[src/rtl/cpu_pkg.sv]
`default_nettype none
// ============================================================================
//  cpu_pkg
//  Shared CPU datapath constants and the call-stack entry layout.
//  Revision: 1.0
// ============================================================================
package cpu_pkg;

  localparam int STACK_W = 11;
  localparam int RA3_HI  = 10;
  localparam int RA3_LO  = 8;
  localparam int DATA_HI = 7;
  localparam int DATA_LO = 0;

  typedef struct packed {
    logic [RA3_HI-RA3_LO:0]   ra3;
    logic [DATA_HI-DATA_LO:0] data;
  } stack_entry_t;

endpackage : cpu_pkg
`default_nettype wire

[src/rtl/call_stack_if.sv]
`default_nettype none
// ============================================================================
//  call_stack_if
//  Request/response bundle of the call stack. With CALL_STACK_STICKY_ERR_EN
//  defined the bundle also carries err_clr.
//  Revision: 1.0
// ============================================================================
interface call_stack_if
  import cpu_pkg::*;
#(
  parameter int DEPTH = 8,
  parameter int WIDTH = STACK_W
);
  localparam int PTR_W = $clog2(DEPTH);

  logic             push;
  logic             pop;
  logic [WIDTH-1:0] push_data;
  logic [WIDTH-1:0] read_data_stack;
  logic [PTR_W:0]   count;
  logic             full;
  logic             empty;
  logic             overflow;
  logic             underflow;
`ifdef CALL_STACK_STICKY_ERR_EN
  logic             err_clr;
`endif

  modport master (
`ifdef CALL_STACK_STICKY_ERR_EN
    output err_clr,
`endif
    output push, pop, push_data,
    input  read_data_stack, count, full, empty, overflow, underflow
  );

  modport slave (
`ifdef CALL_STACK_STICKY_ERR_EN
    input  err_clr,
`endif
    input  push, pop, push_data,
    output read_data_stack, count, full, empty, overflow, underflow
  );

endinterface : call_stack_if
`default_nettype wire

[src/rtl/call_stack.sv]
`default_nettype none
// ============================================================================
//  call_stack
//  Return-address/data stack with zero-latency top-of-stack read.
//  Optional macro CALL_STACK_STICKY_ERR_EN: sticky overflow/underflow + err_clr.
//  Revision: 1.0
// ============================================================================
module call_stack
  import cpu_pkg::*;
#(
  parameter int DEPTH = 8,
  parameter int WIDTH = STACK_W,
  parameter int PTR_W = $clog2(DEPTH)
) (
  input  logic        clk,
  input  logic        rst_n,
  call_stack_if.slave bus
);

  localparam logic [PTR_W:0] c_DEPTH_CNT = (PTR_W+1)'(DEPTH);
  localparam logic [PTR_W:0] c_ONE_CNT   = (PTR_W+1)'(1);

  stack_entry_t     mem_q [DEPTH];
  logic [PTR_W:0]   count_q;
  logic [PTR_W:0]   count_d;
  logic             ovf_q;
  logic             ovf_d;
  logic             unf_q;
  logic             unf_d;

  logic             w_full;
  logic             w_empty;
  logic             w_wr_en;
  logic             w_ovf_evt;
  logic             w_unf_evt;
  logic [PTR_W-1:0] w_top_idx;
  logic [PTR_W-1:0] w_wr_idx;
  logic [WIDTH-1:0] w_top_data;
  stack_entry_t     w_push_entry;

  assign w_full  = (count_q == c_DEPTH_CNT);
  assign w_empty = (count_q == '0);

  // When full the low pointer bits wrap to 0, so subtracting one still lands on DEPTH-1.
  assign w_top_idx = count_q[PTR_W-1:0] - PTR_W'(1);

  // Push+pop on a non-empty stack replaces the top; otherwise a push appends.
  assign w_wr_en      = rst_n && bus.push && (!w_full || bus.pop);
  assign w_wr_idx     = (bus.pop && !w_empty) ? w_top_idx : count_q[PTR_W-1:0];
  assign w_push_entry = bus.push_data;

  assign w_ovf_evt = bus.push && !bus.pop && w_full;
  assign w_unf_evt = bus.pop && !bus.push && w_empty;

  always_comb begin
    count_d = count_q;
    unique case ({bus.push, bus.pop})
      2'b10: if (!w_full)  count_d = count_q + c_ONE_CNT;
      2'b01: if (!w_empty) count_d = count_q - c_ONE_CNT;
      2'b11: if (w_empty)  count_d = c_ONE_CNT;
      default: count_d = count_q;
    endcase
  end

`ifdef CALL_STACK_STICKY_ERR_EN
  // A fresh error in the same cycle as err_clr keeps the flag set.
  always_comb begin
    ovf_d = w_ovf_evt || (ovf_q && !bus.err_clr);
    unf_d = w_unf_evt || (unf_q && !bus.err_clr);
  end
`else
  always_comb begin
    ovf_d = w_ovf_evt;
    unf_d = w_unf_evt;
  end
`endif

  always_ff @(posedge clk) begin
    if (!rst_n) begin
      count_q <= '0;
      ovf_q   <= 1'b0;
      unf_q   <= 1'b0;
    end else begin
      count_q <= count_d;
      ovf_q   <= ovf_d;
      unf_q   <= unf_d;
    end
  end

  // Storage is not reset; every read is masked by the empty flag.
  always_ff @(posedge clk) begin
    if (w_wr_en) begin
      mem_q[w_wr_idx] <= w_push_entry;
    end
  end

  assign w_top_data = w_empty ? '0 : mem_q[w_top_idx];

  assign bus.read_data_stack = w_top_data;
  assign bus.count           = count_q;
  assign bus.full            = w_full;
  assign bus.empty           = w_empty;
  assign bus.overflow        = ovf_q;
  assign bus.underflow       = unf_q;

endmodule : call_stack
`default_nettype wire

[src/flat_wrapper.sv]
// flat-port wrapper written by rule: the top's interface ports become plain ports
module call_stack_flat import cpu_pkg::*;
#(
  parameter int DEPTH = 8,
  parameter int WIDTH = STACK_W,
  parameter int PTR_W = $clog2(DEPTH)
)
  (clk, rst_n, bus_push, bus_pop, bus_push_data, bus_read_data_stack, bus_count, bus_full, bus_empty, bus_overflow, bus_underflow);
  call_stack_if #(.DEPTH(DEPTH), .WIDTH(WIDTH)) bus_i ();
  input  logic clk;
  input  logic rst_n;
  input wire logic [$bits(bus_i.push)-1:0] bus_push;
  input wire logic [$bits(bus_i.pop)-1:0] bus_pop;
  input wire logic [$bits(bus_i.push_data)-1:0] bus_push_data;
  output wire logic [$bits(bus_i.read_data_stack)-1:0] bus_read_data_stack;
  output wire logic [$bits(bus_i.count)-1:0] bus_count;
  output wire logic [$bits(bus_i.full)-1:0] bus_full;
  output wire logic [$bits(bus_i.empty)-1:0] bus_empty;
  output wire logic [$bits(bus_i.overflow)-1:0] bus_overflow;
  output wire logic [$bits(bus_i.underflow)-1:0] bus_underflow;
  assign bus_i.push = bus_push;
  assign bus_i.pop = bus_pop;
  assign bus_i.push_data = bus_push_data;
  assign bus_read_data_stack = bus_i.read_data_stack;
  assign bus_count = bus_i.count;
  assign bus_full = bus_i.full;
  assign bus_empty = bus_i.empty;
  assign bus_overflow = bus_i.overflow;
  assign bus_underflow = bus_i.underflow;
  call_stack #(.DEPTH(DEPTH), .WIDTH(WIDTH), .PTR_W(PTR_W)) u_core (.clk(clk), .rst_n(rst_n), .bus(bus_i));
endmodule
[config.mk]
export PLATFORM = sky130hd
export DESIGN_NAME = call_stack_flat
export DESIGN_NICKNAME = d
export VERILOG_FILES = /design/src/rtl/cpu_pkg.sv /design/src/rtl/call_stack_if.sv /design/src/rtl/call_stack.sv /design/src/flat_wrapper.sv
export SDC_FILE = /design/constraint.sdc
export NUM_CORES = 1
export LEC_CHECK = 0
export ABC_AREA = 0
export BUFFER_PORTS_ARGS = -buffer_cell sky130_fd_sc_hd__buf_2
export CORE_MARGIN = 3
export CORE_UTILIZATION = 53
export CTS_CLUSTER_SIZE = 40
export DETAILED_ROUTE_END_ITERATION = 6
export GPL_TIMING_DRIVEN = 0
export PLACE_DENSITY = 0.75
export SYNTH_ARGS = -nofsm -noshare
export SYNTH_HDL_FRONTEND = slang
export SYNTH_SLANG_ARGS = --single-unit
[constraint.sdc]
create_clock -name clk -period 2.95 [get_ports clk]
set_input_delay 0.295 -clock clk [delete_from_list [all_inputs] [get_ports clk]]
set_output_delay 0.295 -clock clk [all_outputs]
set_load 0.01 [all_outputs]
==> impl_metrics.ini <==
[placement]
gp_congestion = 0.825
dp_slack_ns = -1.27
numPortBuffers = 32
dp_cells = 364
hpwl_microns = 4870

[sta]
finalMaxSlewViolations = 0
tightest_slew_ns = 0.862
setup_slack_ns = 0.164
setup_viol = 0
relSlewSlack_pct = 42.2
hold_violations = 0
rsz0062_at_grt = false
fin_crit_ns = 2.79
fin_crit_sh_pct = 94.4
clock_skew_ns = 0.00907
fmax_mhz = 359

[cells_and_area]
areaGrowthSynthToFinish_pct = 17.5
final_nets = 298
multi_input_area_sq_um = 1160
seqCellArea_sq_um = 2760
diodes = 0
stdcell_count = 382
drive_above_1_share_pct = 34.6
nFillCells = 498

[detailed_routing]
dr.pass1.iters = 4
wl_per_cell_microns = 21.6
via_per_inst = 5.96
drc_errors = 0
drtAntennaViolNets = 0
m1WireLength_microns = 3370
wirelength_microns = 8250
met3_length_microns = 536
wl_met2_microns = 4270
routed.top_layer = met4
vias = 2278
drtIter0Drc = 264

[clock_network]
clk_pin_slew_worst_paths_ns = 0.10
cts_root_buf = clkbuf_8
htree_levels = 3
clk_latency_ns = 0.36
cts_made_buffers = 9
cts_tree = yes
clock_tree.buffer_depth = 2
cts_num_sinks = 94

[floorplanning]
num_io_pins = 34
dieArea_sq_um = 8490
coreArea_sq_um = 6980
std_cell_rows = 30
initial_core_util_pct = 56.3
die_height_microns = 92.1
die_w_microns = 92.1

[synthesis]
synth_nets = 253
yosysWarnings = 0
ys_seq_area_share_pct = 70.3
synthArstFlopShare_pct = 0
synth_edf_count = 88
syn_inst = 236
synth.area.top_cells = edfxtp_1 (67%), mux4_2 (13%), o21ai_0 (3.4%)
synth-main-ff-cell = edfxtp_1
yosysMostFrequentCell = edfxtp_1
synth-seq-cells = 94
synth_cell_type_count = 40
syn_area_sq_um = 3930
synth_top_area_share_pct = 67.2
yosys.area.top_type = edfxtp_1
yosys-top-cells-count = edfxtp_1 (88), o21ai_0 (27), mux4_2 (22), nand2_1 (16), nor2_1 (10)
avgSynthCellArea_sq_um = 16.7

[power_and_ir_drop]
p_sw_share_pct = 26.8
pwr-share-comb_pct = 22.0
ir_drop_uv = 462
leakagePower_uw = 0.00159
p_per_area_nw_per_um2 = 712
power_switching_uw = 880
pwr-share-clk_pct = 31.4
pwr-share-seq_pct = 46.6
p_int_uw = 2410

[critical_path]
worstSetupEndpointType = primary output
crit_fanout = 10
worstSetupPathType = flip-flop to primary output
start_kind = flip-flop
critPathArrivalTime_ns = 2.49
cp.required_ns = 2.65

[global_route]
grt_pass1_wl_microns = 12500
grt_max_degree = 17
antenna_found_initial = 0
grt_usage_pct = 20.5
grt-ovfl-total = 0
grt_pass1_vias = 2221

[hold_path]
min_path_type = input pin to flip-flop

[run_status]
status = finished, final reports clean

[flow_run]
cap_violations = 0
## timing repair
item                                    CTS  global route
gates resized for setup                  25            12
setup buffers                             0             3
pin swaps                                 0             1
hold buffers                              0             0
endpoints found under the hold margin     0             0
endpoints found under the setup margin  100            88
## registers in the layout (all words and copies together), names as in the netlist
register and cells:
u_core.mem_q 88, u_core.bus.count 4, u_core.bus.overflow 1, u_core.bus.underflow 1
## cell usage in the layout (no fill, tap or decap), drive strengths merged, types with 6 or more instances in the layout
cell,instances
a21oi,6
buf,41
clkbuf,18
dfxtp,6
edfxtp,88
inv,7
mux4,22
nand2,16
nor2,10
o21ai,27
## power groups by stage
stage | Combinational (uW) | Sequential (uW) | Clock [uW]
5_1_grt | 786 | 1530 | 1090
3_5_place_dp | 656 | 1560 | 0
2_1_floorplan | 435 | 1560 | 0
6_report | 724 | 1530 | 1030
4_1_cts | 709 | 1530 | 1040
3_3_place_gp | 640 | 1560 | 0
## through the flow
step	hold WS [ns]	power, uW	util (%)	TNS (ns)	cell area, sq um
after floorplan	0.394	1990	-	-2.91	3940
after global placement	0.563	2200	60.4	-84.71	4220
after detailed placement	0.563	2220	60.5	-86.54	4220
after CTS	0.183	3280	65.2	-0.000172	4550
after global routing	0.199	3420	66.1	0	4620
final	0.199	3290	66.1	0	4620
## kinds of logic (layout without fill, tap and decap cells)
kind of cell             count (synthesis)  count (layout)  synth area share [%]
AO/OA/AOI/OAI                           43              43                  6.46
XOR/XNOR                                 3               3                 0.668
adder cells (fa/ha/maj)                  2               2                 0.636
buffers and inverters                   20              70                  2.32
flip-flops                              94              94                  70.3
multiplexers                            23              23                  12.9
AND/OR/NAND/NOR                         51              51                  6.78
## final cells by class
class	instances	share of cell area (%)
buffer	14	2.57
multi-input combinational	122	25.1
timing repair buffer	35	4.23
tap	96	2.60
inverter	5	0.406
clock buffer	10	2.76
clock inverter	6	2.55
sequential	94	59.8
## final timing paths
kind                                                    endpoint  slack, ns                              from  depth (start not counted)
worst max-delay path                      bus_read_data_stack[0]       0.16  u_core.bus.count[0]$_SDFFE_PN0P_                         11
worst max register to register      u_core.mem_q[0][2]$_DFFE_PP_       0.20  u_core.bus.count[0]$_SDFFE_PN0P_                          8
worst min register to register  u_core.bus.count[1]$_SDFFE_PN0P_       0.63  u_core.bus.count[1]$_SDFFE_PN0P_                          2
worst min-delay path                u_core.mem_q[6][1]$_DFFE_PP_       0.20                  bus_push_data[1]                          1
## routing by layer
metal,global-route usage [%],vias to the layer above
met3,5.58,8
met1,28.2,1148
li1,-,1022
met4,5.69,0
met5,0,-
met2,32.4,100
## worst max-delay path, stage by stage (launching register included)
cell	delay, ns
dfxtp_1	0.35
buf_6	0.16
buf_12	0.16
inv_1	0.11
ha_4	0.14
clkbuf_2	0.21
nand2_1	0.10
nor2_1	0.24
clkbuf_4	0.30
o21ai_0	0.12
nand2_1	0.11
buf_2	0.14
Power figures use the tool's default switching activity.
